**config.mk**
```make
export PLATFORM = sky130hd
export DESIGN_NAME = imem_loader
export DESIGN_NICKNAME = d
export VERILOG_FILES = /design/src/rtl/imem_loader_pkg.sv /design/src/rtl/imem_loader_byte_to_word.sv /design/src/rtl/imem_loader.sv
export SDC_FILE = /design/constraint.sdc
export NUM_CORES = 1
export LEC_CHECK = 0
export BUFFER_PORTS_ARGS = -buffer_cell sky130_fd_sc_hd__buf_2
export CORE_MARGIN = 8
export CORE_UTILIZATION = 54
export CTS_CLUSTER_DIAMETER = 80
export DETAILED_ROUTE_END_ITERATION = 7
export PLACE_DENSITY = 0.76
export SYNTH_ARGS = -nofsm -noshare
export SYNTH_HDL_FRONTEND = slang
export SYNTH_SLANG_ARGS = --single-unit
```
**constraint.sdc**
```tcl
create_clock -name clk -period 5.2 [get_ports clk]
set_clock_uncertainty 0.1 [all_clocks]
set_input_delay 0.26 -clock clk [delete_from_list [all_inputs] [get_ports clk]]
set_output_delay 0.26 -clock clk [all_outputs]
set_load 0.02 [all_outputs]
```
**src/rtl/imem_loader_pkg.sv**
```systemverilog
// Shared types and constants for the boot-time instruction memory loader.
// The optional trailing checksum is enabled with IMEM_LOADER_CHECKSUM_EN.
package imem_loader_pkg;

    typedef enum logic [2:0] {
        ST_IDLE  = 3'd0,
        ST_HDR   = 3'd1,
        ST_DATA  = 3'd2,
        ST_FLUSH = 3'd3,
        ST_CSUM  = 3'd4,
        ST_DONE  = 3'd5,
        ST_ERR   = 3'd6
    } state_t;

    localparam int HDR_BYTES  = 2;
    localparam int WORD_BYTES = 4;
    localparam int HDR_CNT_W  = $clog2(HDR_BYTES);
    localparam int CNT_W      = $clog2(WORD_BYTES);

    localparam state_t      RST_STATE     = ST_IDLE;
    localparam logic        RST_MEM_WE    = 1'b0;
    localparam logic [31:0] RST_MEM_WDATA = 32'h0;
    localparam logic        RST_DONE      = 1'b0;
    localparam logic        RST_ERROR     = 1'b0;

    typedef struct packed {
        logic s_ready;
        logic core_hold;
        logic busy;
    } state_dec_t;

    // Status outputs are a pure decode of the state register, so none depend on s_valid.
    function automatic state_dec_t decode_state(input state_t s);
        state_dec_t d;
        d.s_ready   = (s == ST_HDR) || (s == ST_DATA) || (s == ST_CSUM);
        d.core_hold = (s != ST_DONE);
        d.busy      = (s == ST_HDR) || (s == ST_DATA) || (s == ST_FLUSH) || (s == ST_CSUM);
        return d;
    endfunction

endpackage

```
**src/rtl/imem_loader_byte_to_word.sv**
```systemverilog
// Little-endian byte-to-word assembler: byte counter, lane steering and a
// registered word-complete strobe that doubles as the IMEM write enable.
module byte_to_word
    import imem_loader_pkg::*;
(
    input  logic        clk,
    input  logic        rst,
    input  logic        clear,
    input  logic        byte_en,
    input  logic [7:0]  byte_data,
    output logic        last_lane,
    output logic        word_we,
    output logic [31:0] word
);

    logic [CNT_W-1:0]                cnt;
    logic [8*(WORD_BYTES-1)-1:0]     asm_q;

    assign last_lane = (cnt == CNT_W'(WORD_BYTES - 1));

    // The completed word lands in its own register so the next word's bytes can
    // start filling asm_q while the write is still pulsing.
    always_ff @(posedge clk or posedge rst) begin
        if (rst) begin
            cnt     <= '0;
            asm_q   <= '0;
            word_we <= RST_MEM_WE;
            word    <= RST_MEM_WDATA;
        end else begin
            // NOTE: sequential state uses non-blocking assignments so every register samples pre-edge values.
            word_we <= 1'b0;
            if (clear) begin
                cnt <= '0;
            end else if (byte_en) begin
                if (last_lane) begin
                    word    <= {byte_data, asm_q};
                    word_we <= 1'b1;
                    cnt     <= '0;
                end else begin
                    for (int i = 0; i < WORD_BYTES - 1; i++) begin
                        if (cnt == CNT_W'(i)) asm_q[8*i +: 8] <= byte_data;
                    end
                    cnt <= cnt + 1'b1;
                end
            end
        end
    end

endmodule

```
**src/rtl/imem_loader.sv**
```systemverilog
// Boot loader: streams a length-prefixed image into IMEM and holds the core in
// reset until it is complete. Define IMEM_LOADER_CHECKSUM_EN for a trailing checksum byte.
module imem_loader
    import imem_loader_pkg::*;
#(
    parameter  int MEM_DEPTH_WORDS = 1024,
    localparam int ADDR_W          = $clog2(MEM_DEPTH_WORDS)
) (
    input  logic              clk,
    input  logic              rst,
    input  logic              start,
    input  logic              s_valid,
    input  logic [7:0]        s_data,
    output logic              s_ready,
    output logic              mem_we,
    output logic [ADDR_W-1:0] mem_waddr,
    output logic [31:0]       mem_wdata,
    output logic              core_hold,
    output logic              busy,
    output logic              done,
    output logic              error
);

    localparam logic [15:0] MAX_WORDS = 16'(MEM_DEPTH_WORDS);

    state_t              state;
    logic [HDR_CNT_W-1:0] hdr_cnt;
    logic [7:0]          hdr_lo;
    logic [ADDR_W:0]     words_left;
    logic [ADDR_W-1:0]   word_idx;
    logic                accept;
    logic                start_ok;
    logic                last_lane;
    logic [15:0]         hdr_words;

    assign {s_ready, core_hold, busy} = decode_state(state);
    assign accept    = s_valid && s_ready;
    assign start_ok  = start && ((state == ST_IDLE) || (state == ST_DONE) || (state == ST_ERR));
    assign hdr_words = {s_data, hdr_lo};
    assign mem_waddr = word_idx;

    byte_to_word u_b2w (
        .clk       (clk),
        .rst       (rst),
        .clear     (start_ok),
        .byte_en   (accept && (state == ST_DATA)),
        .byte_data (s_data),
        .last_lane (last_lane),
        .word_we   (mem_we),
        .word      (mem_wdata)
    );

`ifdef IMEM_LOADER_CHECKSUM_EN
    logic [7:0] csum;

    always_ff @(posedge clk or posedge rst) begin
        if (rst)                              csum <= '0;
        else if (start_ok)                    csum <= '0;
        else if (accept && state == ST_DATA)  csum <= csum + s_data;
    end
`endif

    always_ff @(posedge clk or posedge rst) begin
        if (rst) begin
            state      <= RST_STATE;
            hdr_cnt    <= '0;
            hdr_lo     <= '0;
            words_left <= '0;
            word_idx   <= '0;
            done       <= RST_DONE;
            error      <= RST_ERROR;
        end else begin
            // Index advances after each write lands; a start (never concurrent with a write) overrides it.
            if (mem_we) word_idx <= word_idx + 1'b1;

            unique case (state)
                ST_IDLE, ST_DONE, ST_ERR: begin
                    if (start) begin
                        state    <= ST_HDR;
                        hdr_cnt  <= '0;
                        word_idx <= '0;
                        done     <= 1'b0;
                        error    <= 1'b0;
                    end
                end
                ST_HDR: begin
                    if (accept) begin
                        if (hdr_cnt != HDR_CNT_W'(HDR_BYTES - 1)) begin
                            hdr_lo  <= s_data;
                            hdr_cnt <= hdr_cnt + 1'b1;
                        end else if (hdr_words > MAX_WORDS) begin
                            state <= ST_ERR;
                            error <= 1'b1;
                        end else if (hdr_words == '0) begin
`ifdef IMEM_LOADER_CHECKSUM_EN
                            state <= ST_CSUM;
`else
                            state <= ST_DONE;
                            done  <= 1'b1;
`endif
                        end else begin
                            state      <= ST_DATA;
                            words_left <= hdr_words[ADDR_W:0];
                        end
                    end
                end
                ST_DATA: begin
                    if (accept && last_lane) begin
                        words_left <= words_left - 1'b1;
                        if (words_left == (ADDR_W+1)'(1)) begin
`ifdef IMEM_LOADER_CHECKSUM_EN
                            state <= ST_CSUM;
`else
                            state <= ST_FLUSH;
`endif
                        end
                    end
                end
                ST_FLUSH: begin
                    state <= ST_DONE;
                    done  <= 1'b1;
                end
`ifdef IMEM_LOADER_CHECKSUM_EN
                ST_CSUM: begin
                    if (accept) begin
                        if (s_data == csum) begin
                            state <= ST_DONE;
                            done  <= 1'b1;
                        end else begin
                            state <= ST_ERR;
                            error <= 1'b1;
                        end
                    end
                end
`endif
                default: state <= ST_IDLE;
            endcase
        end
    end

endmodule
```
Yosys cells after proc, flatten, opt, wreduce, memory -nomap -nowiden
Index checks and enable logic that the tools add are counted.
{ "totals": {"out_inout_bits": 48, "in_bits": 12, "word_cells": 105, "reg_bits": 94} }
{ "classes": {"add_sub_neg": 4, "n_lt_le_gt_ge": 1, "n_reduce_logical": 28, "bitwise_logic": 3, "mux": 36, "n_eq_ne": 20} }
{ "op_table": {"columns": ["operator", "count"], "rows": [
  ["2-to-1 mux 11 bit", 5],
  ["2-to-1 mux 10 bit", 3],
  ["case mux 11 bit (2 select lines)", 1],
  ["2-to-1 mux 3 bit", 7],
  ["greater-than comparator 16 x 11 -> 1 bit, second input constant", 1],
  ["zero test 16 bit", 1],
  ["2-to-1 mux 1 bit", 13],
  ["case mux 3 bit (4 select lines)", 1],
  ["AND reduction 4 bit", 3],
  ["AND reduction 6 bit", 2],
  ["equality test 11 x 1 -> 1 bit, second input constant", 1],
  ["subtractor 11 x 1 -> 11 bit, second input constant", 1],
  ["adder 10 x 1 -> 10 bit, second input constant", 1],
  ["!= test 2 bit, second input constant", 5],
  ["AND reduction 5 bit", 2],
  ["equality test 3 bit, second input constant", 3],
  ["AND reduction 3 bit", 3],
  ["!= test 2 x 1 -> 1 bit, second input constant", 4],
  ["equality test 3 x 2 -> 1 bit, second input constant", 2],
  ["logical OR 1 bit", 6],
  ["2-to-1 mux 2 bit", 3],
  ["nonzero test 2 bit", 3],
  ["equality test 2 bit, second input constant", 2],
  ["logical AND 1 bit", 4],
  ["other kinds (12)", 15]
]} }

Longest topological paths before layout
Gate-level depths: netlist of the first run.
{ "depth": {"word_depth": 7, "depth_mapped": 7, "mapped_depth_nobuf": 7} }

Cells and area by module
A second synthesis of the first run with hierarchy kept.
{ "hier_totals": {"cells_unflattened": 351, "area_unflattened_um2": 4489.3} }
{ "modules_own_cells": {"columns": ["mod", "seq_area_each_um2", "cells_per_inst", "n_inst", "area_each_um2"], "rows": [
  ["byte_to_word", 1476.4, 139, 1, 2452.4],
  ["imem_loader", 875.8, 212, 1, 2037.0]
]} }

Worst setup path after synthesis of the first run
No wires, ideal clock.
{ "synth_timing": {"path_kind": "register to register", "from": "reg state[2]", "to": "reg u_b2w.word[28]", "path_stages_with_launch": 6, "path_slack_ns": 3.354, "path_buffers": 2, "setup_time_ns": 0.125, "period_less_slack_ns": 1.846, "arrival_ns": 1.621, "required_time_ns": 4.975, "cell_sequence": "dfrtp_1 or3b_1 buf_2 nor2_4 buf_4 mux2_2"} }
{ "synth_via": {"elab_chain_cells": 6, "elab_cells_between_ends": 15, "classes_between": "eq/ne: 5; bitwise: 1; reduce/logical: 9"} }
{ "synth_rtl": {"columns": ["element", "line_no", "rtl"], "rows": [
  ["start, declared", "imem_loader.sv:26", "state_t state;"],
  ["start signal, assigned", "imem_loader.sv:65", "state <= RST_STATE;"],
  ["start signal, assigned", "imem_loader.sv:79", "state <= ST_HDR;"],
  ["start signal, assigned", "imem_loader.sv:92", "state <= ST_ERR;"],
  ["equality test 3 x 1 -> 1 bit, or another cell as far along", "imem_loader_pkg.sv:35", "d.s_ready = (s == ST_HDR) || (s == ST_DATA) || (s == ST_CSUM);"],
  ["logical OR 1 bit, on equally long branches (2 in a row)", "imem_loader_pkg.sv:35, imem_loader.sv:38", null],
  ["logical AND 1 bit, on equally long branches", "imem_loader.sv:37, imem_loader.sv:38", null],
  ["logical AND 1 bit or inverter 1 bit (tied branches)", null, null],
  ["AND reduction 3 bit (no line) (*)", null, null],
  ["end signal, assigned", "imem_loader_byte_to_word.sv:36", "word <= {byte_data, asm_q};"],
  ["end, declared", "imem_loader_byte_to_word.sv:13", "output logic [31:0] word"]
]} }
Every way passes the cells marked *; elsewhere a longest branch is shown, timed or not.
A chain may end at the register's enable or synchronous reset.

Worst setup path after layout of the first run
{ "layout_timing": {"from": "reg state[1]", "to": "reg u_b2w.word[30]"} }
The elaborated chain is that of the path after synthesis.

==> results.json, run 1 <==
{
  "status": "complete, no violations",
  "cp-end-kind": "flop",
  "rows": 32,
  "drive_gt1_share_pct": 36.5,
  "synth-main-ff-cell": "dfrtp_1",
  "wl_per_cell_um": 17.1,
  "finalSetupViolCount": 0,
  "path_clk_slew_ns": 0.09,
  "worstPathMaxFanout": 33,
  "leakage_nw": 2.38,
  "hold_path_class": "primary input to flop",
  "fin_area_mm2": 0.00489,
  "cts_buffer_depth": 2,
  "clkPwrFrac_pct": 22.1,
  "drv_slew": 0,
  "worst-path-buf-inv": 0,
  "netlist.area_leader.share_pct": 54.4,
  "wl_met2_mm": 4.23,
  "postSynthAreaPerCell_um2": 12.0,
  "drtIter0Drc": 146,
  "worst_pin_slew_ns": 0.988,
  "cp_top_family": "simple AND/OR/NAND/NOR gates",
  "io_pins": 60,
  "cap_viol_max_count": 0,
  "die_h_um": 105,
  "cts.sinks": 94,
  "p_sw_share_pct": 35.2,
  "drt_wl_total_mm": 8.94,
  "synth_most_common_cell": "dfrtp_1",
  "clock.fmax_mhz": 360,
  "p_comb_share_pct": 28.0,
  "overflow": 0,
  "post-route-min-period_ns": 2.78,
  "grt_max_degree": 75,
  "crit_type": "flop to flop",
  "final.fill_count": 630,
  "p_per_area_mw_per_mm2": 450,
  "rsz0062_at_grt": "no",
  "yosys.cell_types.count": 55,
  "start_util_pct": 55.9,
  "path_cells": "or3b_1 > nor2_4 > mux2_2",
  "cpMaxStageDelayCell": "nor2_4",
  "antenna_left": 0,
  "placed_area_mm2": 0.00468,
  "dp_slack_ns": 2.41,
  "highest-signal-layer": "met4",
  "clock_tree.root_cell": "clkbuf_8",
  "holdBufCountCts": 1,
  "cts_buffers": 9,
  "fin_crit_sh_pct": 53.5,
  "synth_seq_area_share_pct": 54.4,
  "grt_pass1_wl_mm": 15.1,
  "cts_resized": 0,
  "track_usage_pct": 16.6,
  "synthArstFlopShare_pct": 100,
  "drc": 0,
  "dpl.hpwl_mm": 6.13,
  "ys_top_cells_by_area": "dfrtp_1 54%, mux2_2 16%, nor2_1 2.3%, a21oi_1 2.2%, ha_1 2.0%",
  "p_seq_share_pct": 49.9,
  "synthTopCellsByCount": "94 x dfrtp_1, 63 x mux2_2, 27 x nor2_1, 21 x nand2_1, 19 x a21oi_1",
  "synth.cell_area_mm2": 0.00432,
  "htreeDepth": 3,
  "final_nets": 437,
  "synth_nets": 379,
  "yosysWarningCount": 0,
  "via_per_inst": 5.70,
  "internal_power_mw": 1.43,
  "num_vias": 2989,
  "wl_met3_um": 526,
  "synthCells": 360,
  "synth-edff-count": 0,
  "final.setup.worst_slack_ns": 2.42,
  "cts_tree": "built",
  "critical-path-max-stage-delay_ns": 0.84,
  "final_core_util_pct": 63.3,
  "postCtsSetupBuffers": 0,
  "crit_arrival_ns": 2.92,
  "p_sw_mw": 0.773,
  "core-area_mm2": 0.00773,
  "die_area_mm2": 0.0111,
  "synth_seq_cells": 94,
  "wl_met1_mm": 4.03,
  "vdd_drop_max_v": 0.000238,
  "chipWidth_um": 105,
  "area_growth_pct": 13.1,
  "antenna_found_initial": 0,
  "tns_ns": 0,
  "slew_headroom_pct": 34.0,
  "cp.required_ns": 5.34,
  "port_buffers": 59,
  "start_kind": "flop",
  "clk-insertion-delay-late_ns": 0.36,
  "grt_pass1_vias": 3047,
  "place_congestion": 0.860,
  "drtPass1Iterations": 4,
  "insertedDiodeCount": 0,
  "finalHoldViolCount": 0,
  "yosysTopAreaCell": "dfrtp_1"
}
## power groups by stage
stage          Clock [mW]  Combinational, mW  Sequential (mW)
2_1_floorplan           0              0.514             1.05
3_3_place_gp            0              0.593             1.10
3_5_place_dp            0              0.613             1.11
4_1_cts             0.497              0.619             1.10
5_1_grt             0.527              0.686             1.13
6_report            0.486              0.616             1.10
## cells in the final DEF (no fill, tap or decap), types with 3 or more instances in the layout
master / netlist / final
nand2_2: 3 / 3
a21oi_1: 19 / 19
nor3_1: 12 / 12
nor2_1: 27 / 27
dfrtp_1: 94 / 94
xnor2_1: 4 / 4
clkbuf_8: 0 / 10
nor4_1: 4 / 4
buf_2: 5 / 59
o21ai_0: 11 / 11
xor2_1: 6 / 6
o22ai_1: 5 / 5
nand3_1: 7 / 7
nand2_1: 21 / 21
a31oi_1: 3 / 3
ha_1: 7 / 7
mux2_2: 63 / 63
inv_1: 13 / 12
## logic make-up after synthesis
group	synth area share (%)
flops	54.4
buf+inv	2.75
mux	16.7
fa+ha+maj	2.03
compound gates	9.41
xor+xnor	2.03
simple gates	12.7
## state kept, by name (all words and copies together) (netlist names)
signal	count
u_b2w.word	32
u_b2w.asm_q	24
words_left	11
mem_waddr	10
hdr_lo	8
state	3
u_b2w.cnt	2
done	1
error	1
hdr_cnt	1
u_b2w.word_we	1
## final cells by class
| cell class | instances | area (um^2) | area share, % |
|---|---|---|---|
| Sequential cell | 94 | 2350 | 48.1 |
| Tap cell | 102 | 128 | 2.61 |
| Clock buffer | 11 | 141 | 2.89 |
| Clock inverter | 4 | 55.1 | 1.13 |
| Timing Repair Buffer | 61 | 313 | 6.40 |
| Multi-Input combinational cell | 239 | 1850 | 37.8 |
| Inverter | 13 | 50.0 | 1.02 |
## metal layers
metal / vias up / GRT usage (%)
li1: 1404 / -
met1: 1478 / 21.2
met2: 94 / 25.9
met3: 13 / 4.69
met4: 0 / 7.34
met5: - / 0
## through the flow
| step | hold WS [ns] | instances | power (mW) |
|---|---|---|---|
| after global placement | 0.131 | 508 | 1.69 |
| after detailed placement | 0.144 | 508 | 1.72 |
| after global routing | 0.132 | 524 | 2.34 |
| after CTS | 0.128 | 524 | 2.21 |
| after floorplan | 0.277 | 360 | 1.56 |
| final | 0.133 | 524 | 2.20 |
## worst paths after layout
kind / endpoint / from / slack, ns / cells after the start
max reg2reg: u_b2w.word[30]$_DFFE_PP0P_ / state[1]$_DFFE_PP0P_ / 2.42 / 3
min: u_b2w.asm_q[15]$_DFFE_PP0P_ / s_data[7] / 0.13 / 2
min in group asynchronous: mem_waddr[5]$_DFF_PP0_ / rst / 0.30 / 3
max: u_b2w.word[30]$_DFFE_PP0P_ / state[1]$_DFFE_PP0P_ / 2.42 / 3
min reg2reg: u_b2w.word[6]$_DFFE_PP0P_ / u_b2w.asm_q[6]$_DFFE_PP0P_ / 0.40 / 1
max in group asynchronous: hdr_lo[3]$_DFFE_PP0P_ / rst / 3.47 / 4
Note: power is estimated with default switching activity, not from simulation.
==> run 2, diff against run 1 <==
==> constraint.sdc (replaced) <==
create_clock -name clk -period 2.6 [get_ports clk]
set_clock_uncertainty 0.1 [all_clocks]
set_input_delay 0.13 -clock clk [delete_from_list [all_inputs] [get_ports clk]]
set_output_delay 0.13 -clock clk [all_outputs]
set_load 0.02 [all_outputs]
==> run 2 against run 1 <==
Against the previous run: critical path depth increased by 4; critical endpoint is now words_left[8]$_DFFE_PP0P_; design area increased by 2.4%; fmax grew 32%; largest power group unchanged; highest routed layer unchanged; register-to-register slack got worse by 1.9 ns; clock power is 110% higher.
==> results.json, run 2 (synthesis gave the netlist of run 1 again) <==
{
  "p_seq_share_pct": 49.1,
  "fin_cells": 534,
  "cts_resized": 0,
  "place_congestion": 0.840,
  "finalSetupViolCount": 0,
  "cp_num_cells": 7,
  "port_buffers": 59,
  "clock.fmax_mhz": 476,
  "largestRegisters": "u_b2w.word x32, u_b2w.asm_q x24, words_left x11",
  "cp-end-kind": "flop",
  "cts_buffer_depth": 2,
  "drtIter0Drc": 199,
  "crit_arrival_ns": 2.31,
  "track_usage_pct": 17.4,
  "via_per_inst": 5.75,
  "dpl.hpwl_mm": 6.31,
  "cp_top_family": "simple AND/OR/NAND/NOR gates",
  "final_cell_mix": "94 x dfrtp_1, 63 x mux2_2, 59 x buf_2, 27 x nor2_1, 21 x nand2_1",
  "num_vias": 3068,
  "reg2reg_depth": 7,
  "path_cells": "inv_1 > ha_1 > nor3b_1 > nand2_1 > o311ai_0 > nor2_1 > o21ai_1",
  "chipWidth_um": 105,
  "drv_slew": 0,
  "finalHoldViolCount": 0,
  "total_power_mw": 4.48,
  "final_core_util_pct": 64.8,
  "worst-path-buf-inv": 1,
  "final.setup.worst_slack_ns": 0.498,
  "grt_max_degree": 95,
  "antenna_left": 0,
  "cts_tree": "built",
  "die_area_mm2": 0.0111,
  "slew_headroom_pct": 57.4,
  "clkPwrFrac_pct": 22.4,
  "wl_per_cell_um": 17.5,
  "start_kind": "flop",
  "fin_crit_sh_pct": 80.8,
  "grt_pass1_wl_mm": 15.7,
  "critical-path-max-stage-delay_ns": 0.47,
  "p_per_area_mw_per_mm2": 896,
  "start_util_pct": 55.9,
  "dp_cells": 512,
  "io_pins": 60,
  "rsz0062_at_grt": "no",
  "clk-insertion-delay-late_ns": 0.37,
  "drive_gt1_share_pct": 37.0,
  "cap_viol_max_count": 0,
  "clock_tree.root_cell": "clkbuf_8",
  "whs_path_depth": 2,
  "final.fill_count": 611,
  "drc": 0,
  "rows": 32,
  "final_nets": 446,
  "top_register": "u_b2w.word",
  "internal_power_mw": 2.87,
  "cts.sinks": 94,
  "p_sw_share_pct": 36.1,
  "final_common_cell": "dfrtp_1",
  "placed_area_mm2": 0.00474,
  "die_h_um": 105,
  "core-area_mm2": 0.00773,
  "overflow": 0,
  "antenna_found_initial": 0,
  "leakage_nw": 2.43,
  "cts_buffers": 9,
  "path_clk_slew_ns": 0.10,
  "area_growth_pct": 15.8,
  "crit_type": "flop to flop",
  "worst_pin_slew_ns": 0.636,
  "p_sw_mw": 1.62,
  "worstPathMaxFanout": 4,
  "htreeDepth": 3,
  "hold_path_class": "primary input to flop",
  "insertedDiodeCount": 0,
  "grt_pass1_vias": 3152,
  "holdBufCountCts": 6,
  "fin_area_mm2": 0.00500,
  "cp.required_ns": 2.80,
  "largest_reg_flops": 32,
  "post-route-min-period_ns": 2.10,
  "p_comb_share_pct": 28.5,
  "vdd_drop_max_v": 0.000463,
  "tns_ns": 0,
  "postCtsSetupBuffers": 0,
  "drt_wl_total_mm": 9.37,
  "status": "complete, no violations",
  "dp_slack_ns": 0.550,
  "cpMaxStageDelayCell": "nor3b_1",
  "drtPass1Iterations": 4,
  "hold_ws_ns": 0.00864
}
## run 2: changes by cell type in the layout (fill, tap and decap cells not counted), sizes merged
cell         change
buf              +4
clkbuf           -2
clkinvlp         +1
dlygate4sd3      +5
inv              +2
## run 2: area by class of cell
type / instances / area, um^2 / area share (%)
Multi-Input combinational cell: 239 / 1850 / 37.0
Clock inverter: 7 / 80.1 / 1.60
Tap cell: 102 / 128 / 2.55
Timing Repair Buffer: 70 / 418 / 8.35
Clock buffer: 9 / 124 / 2.48
Inverter: 13 / 52.6 / 1.05
Sequential cell: 94 / 2350 / 47.0
## run 2: power groups by stage
stage	registers, mW	clock network (mW)	logic [mW]
final	2.20	1.01	1.28
after CTS	2.19	1.03	1.28
after global placement	2.20	0	1.22
after detailed placement	2.22	0	1.26
after global routing	2.26	1.08	1.41
after floorplan	2.10	0	1.03
## run 2: final timing paths
kind / startpoint / endpoint / slack (ns)
max in group asynchronous: rst / hdr_lo[4]$_DFFE_PP0P_ / 1.68
min reg2reg: u_b2w.word[22]$_DFFE_PP0P_ / u_b2w.word[22]$_DFFE_PP0P_ / 0.41
min in group asynchronous: rst / mem_waddr[1]$_DFF_PP0_ / 0.35
max reg2reg: words_left[0]$_DFFE_PP0P_ / words_left[8]$_DFFE_PP0P_ / 0.50
min: s_data[4] / u_b2w.asm_q[4]$_DFFE_PP0P_ / 0.009
max: words_left[0]$_DFFE_PP0P_ / words_left[8]$_DFFE_PP0P_ / 0.50
## run 2: per-layer routing
metal	wire, um	vias to the layer above	GRT usage (%)
met5	0	-	0
met4	189	0	7.34
met3	592	20	4.75
met2	4420	99	27.6
met1	4160	1529	21.8
li1	-	1420	-
==> run 3, diff against run 2 <==
--- a/config.mk
+++ b/config.mk
@@ -7,7 +7,7 @@
 export LEC_CHECK = 0
 export BUFFER_PORTS_ARGS = -buffer_cell sky130_fd_sc_hd__buf_2
 export CORE_MARGIN = 8
-export CORE_UTILIZATION = 54
+export CORE_UTILIZATION = 52
 export CTS_CLUSTER_DIAMETER = 80
 export DETAILED_ROUTE_END_ITERATION = 7
 export PLACE_DENSITY = 0.76
==> constraint.sdc (replaced) <==
create_clock -name clk -period 1.78 [get_ports clk]
set_clock_uncertainty 0.1 [all_clocks]
set_input_delay 0.089 -clock clk [delete_from_list [all_inputs] [get_ports clk]]
set_output_delay 0.089 -clock clk [all_outputs]
set_load 0.02 [all_outputs]
==> run 3 against run 2 <==
Against the previous run: the flow now finishes with violations (negative setup slack); global-route usage rose by 1.7 points; clock power rose by 45%; first-iteration DRC count fell by 12%; power rose by 74%; register-to-register slack got worse by 0.64 ns; die area rose by 3.3%; wire length rose by 28%; sequential power rose by 42%; setup slack got worse by 0.64 ns; design area rose by 19%; utilization rose by 8.5 points; largest cell class unchanged.
==> results.json, run 3 (synthesis gave the netlist of run 1 again) <==
{
  "grt_pass1_vias": 3492,
  "io_pins": 60,
  "slew_headroom_pct": 60.8,
  "hold_ws_ns": 0.0565,
  "cts_buffers": 9,
  "final_core_util_pct": 73.3,
  "dp_cells": 558,
  "largest_reg_flops": 32,
  "p_per_area_mw_per_mm2": 1310,
  "overflow": 0,
  "drtPass1Iterations": 4,
  "final_common_cell": "dfrtp_1",
  "fin_crit_sh_pct": 108,
  "fin_cells": 601,
  "clock_tree.root_cell": "clkbuf_8",
  "drv_slew": 0,
  "finalSetupViolCount": 74,
  "status": "finished, violations left",
  "top_register": "u_b2w.word",
  "cp-end-kind": "flop",
  "start_kind": "flop",
  "cts.sinks": 94,
  "htreeDepth": 3,
  "finalHoldViolCount": 0,
  "insertedDiodeCount": 0,
  "final.setup.worst_slack_ns": -0.141,
  "drtIter0Drc": 175,
  "crit_type": "flop to flop",
  "chipWidth_um": 107,
  "drive_gt1_share_pct": 50.8,
  "cp.required_ns": 1.94,
  "port_buffers": 59,
  "wl_met1_mm": 5.01,
  "rsz0062_at_grt": "yes",
  "wl_met2_mm": 5.94,
  "cap_viol_max_count": 0,
  "r2r_start": "hdr_lo[3]$_DFFE_PP0P_",
  "leakage_nw": 2.87,
  "grt_max_degree": 28,
  "place_congestion": 0.866,
  "path_clk_slew_ns": 0.10,
  "clock.fmax_mhz": 521,
  "final_cell_mix": "92 x dfrtp_1, 58 x buf_2, 52 x buf_4, 39 x mux2_4, 27 x nor2_1",
  "worst_pin_slew_ns": 0.587,
  "whs_path_depth": 3,
  "grt_pass1_wl_mm": 17.3,
  "worstPathMaxFanout": 7,
  "area_growth_pct": 37.9,
  "die_area_mm2": 0.0115,
  "startpoint": "hdr_lo[3]$_DFFE_PP0P_",
  "drt_wl_total_mm": 12.0,
  "post-route-min-period_ns": 1.92,
  "clk-insertion-delay-late_ns": 0.38,
  "core-area_mm2": 0.00813,
  "start_util_pct": 53.1,
  "total_power_mw": 7.79,
  "track_usage_pct": 19.1,
  "violations": "negative setup slack",
  "antenna_left": 0,
  "num_vias": 3427,
  "wl_per_cell_um": 19.9,
  "dpl.hpwl_mm": 7.47,
  "whs_endpoint": "u_b2w.word[26]$_DFFE_PP0P_",
  "vdd_drop_max_v": 0.000774,
  "crit_arrival_ns": 2.09,
  "reg2reg_slack_ns": -0.14,
  "die_h_um": 107,
  "antenna_found_initial": 0,
  "cts_tree": "built",
  "wl_met3_um": 702,
  "tns_ns": -2.80,
  "reg2reg_depth": 5,
  "min_from": "s_data[2]",
  "drc": 0,
  "worstReg2RegEnd": "words_left[3]$_DFFE_PP0P_",
  "hold_path_class": "primary input to flop",
  "cts_buffer_depth": 2,
  "largestRegisters": "u_b2w.word x32, u_b2w.asm_q x24, words_left x11",
  "via_per_inst": 5.70,
  "highest-signal-layer": "met4",
  "rows": 33,
  "final_nets": 510
}
==> run 3: repair_timing <==
| item | in CTS | in global routing |
|---|---|---|
| pin swaps | 14 | 18 |
| setup endpoints to repair | 71 | 92 |
| hold buffers | 7 | 1 |
| gates cloned | 1 | 3 |
| endpoints found under the hold margin | 41 | 2 |
| resized for setup | 24 | 76 |
| setup buffers | 3 | 12 |
==> run 3: layout make-up <==
| type | instances | area [um^2] |
|---|---|---|
| tap | 105 | 131 |
| clock buffer | 11 | 151 |
| sequential | 94 | 2350 |
| inverter | 13 | 52.6 |
| timing repair buffer | 133 | 1020 |
| clock inverter | 5 | 48.8 |
| fill | 515 | 2180 |
| multi-input combinational | 240 | 2200 |
==> run 3: worst max path at each step <==
stage / endpoint / slack [ns]
4_1_cts: words_left[3]$_DFFE_PP0P_ / -0.08
2_1_floorplan: u_b2w.word[10]$_DFFE_PP0P_ / -0.02
5_1_grt: words_left[3]$_DFFE_PP0P_ / -0.25
3_5_place_dp: words_left[3]$_DFFE_PP0P_ / -0.12
6_report: words_left[3]$_DFFE_PP0P_ / -0.14
3_3_place_gp: words_left[7]$_DFFE_PP0P_ / -0.05
==> run 3: metal layers <==
layer / global-route usage (%) / vias up
li1: - / 1548
met1: 22.7 / 1717
met2: 32.1 / 129
met3: 5.10 / 33
met4: 7.34 / 0
met5: 0 / -
==> run 3: critical path, cell delays in order, from the launching register on <==
cell and delay (ns):
dfrtp_1 0.42, nor4_4 0.40, a31oi_4 0.16, o31a_4 0.37
o31ai_2 0.25, o21ai_1 0.12
==> run 3: report_power, final <==
group,total [mW],internal [mW],switching (mW),leakage (nW)
Sequential,3.12,2.67,0.446,1.24
Combinational,3.21,1.60,1.61,1.53
Clock,1.46,0.617,0.846,0.104
Total,7.79,4.89,2.90,2.87
==> run 3: through the flow <==
stage / cell area [um^2] / setup slack (ns)
finish: 5960 / -0.141
global route: 5960 / -0.251
CTS: 5480 / -0.0831
detailed placement: 5080 / -0.117
global placement: 5080 / -0.0459
floorplan: 4340 / -0.0182
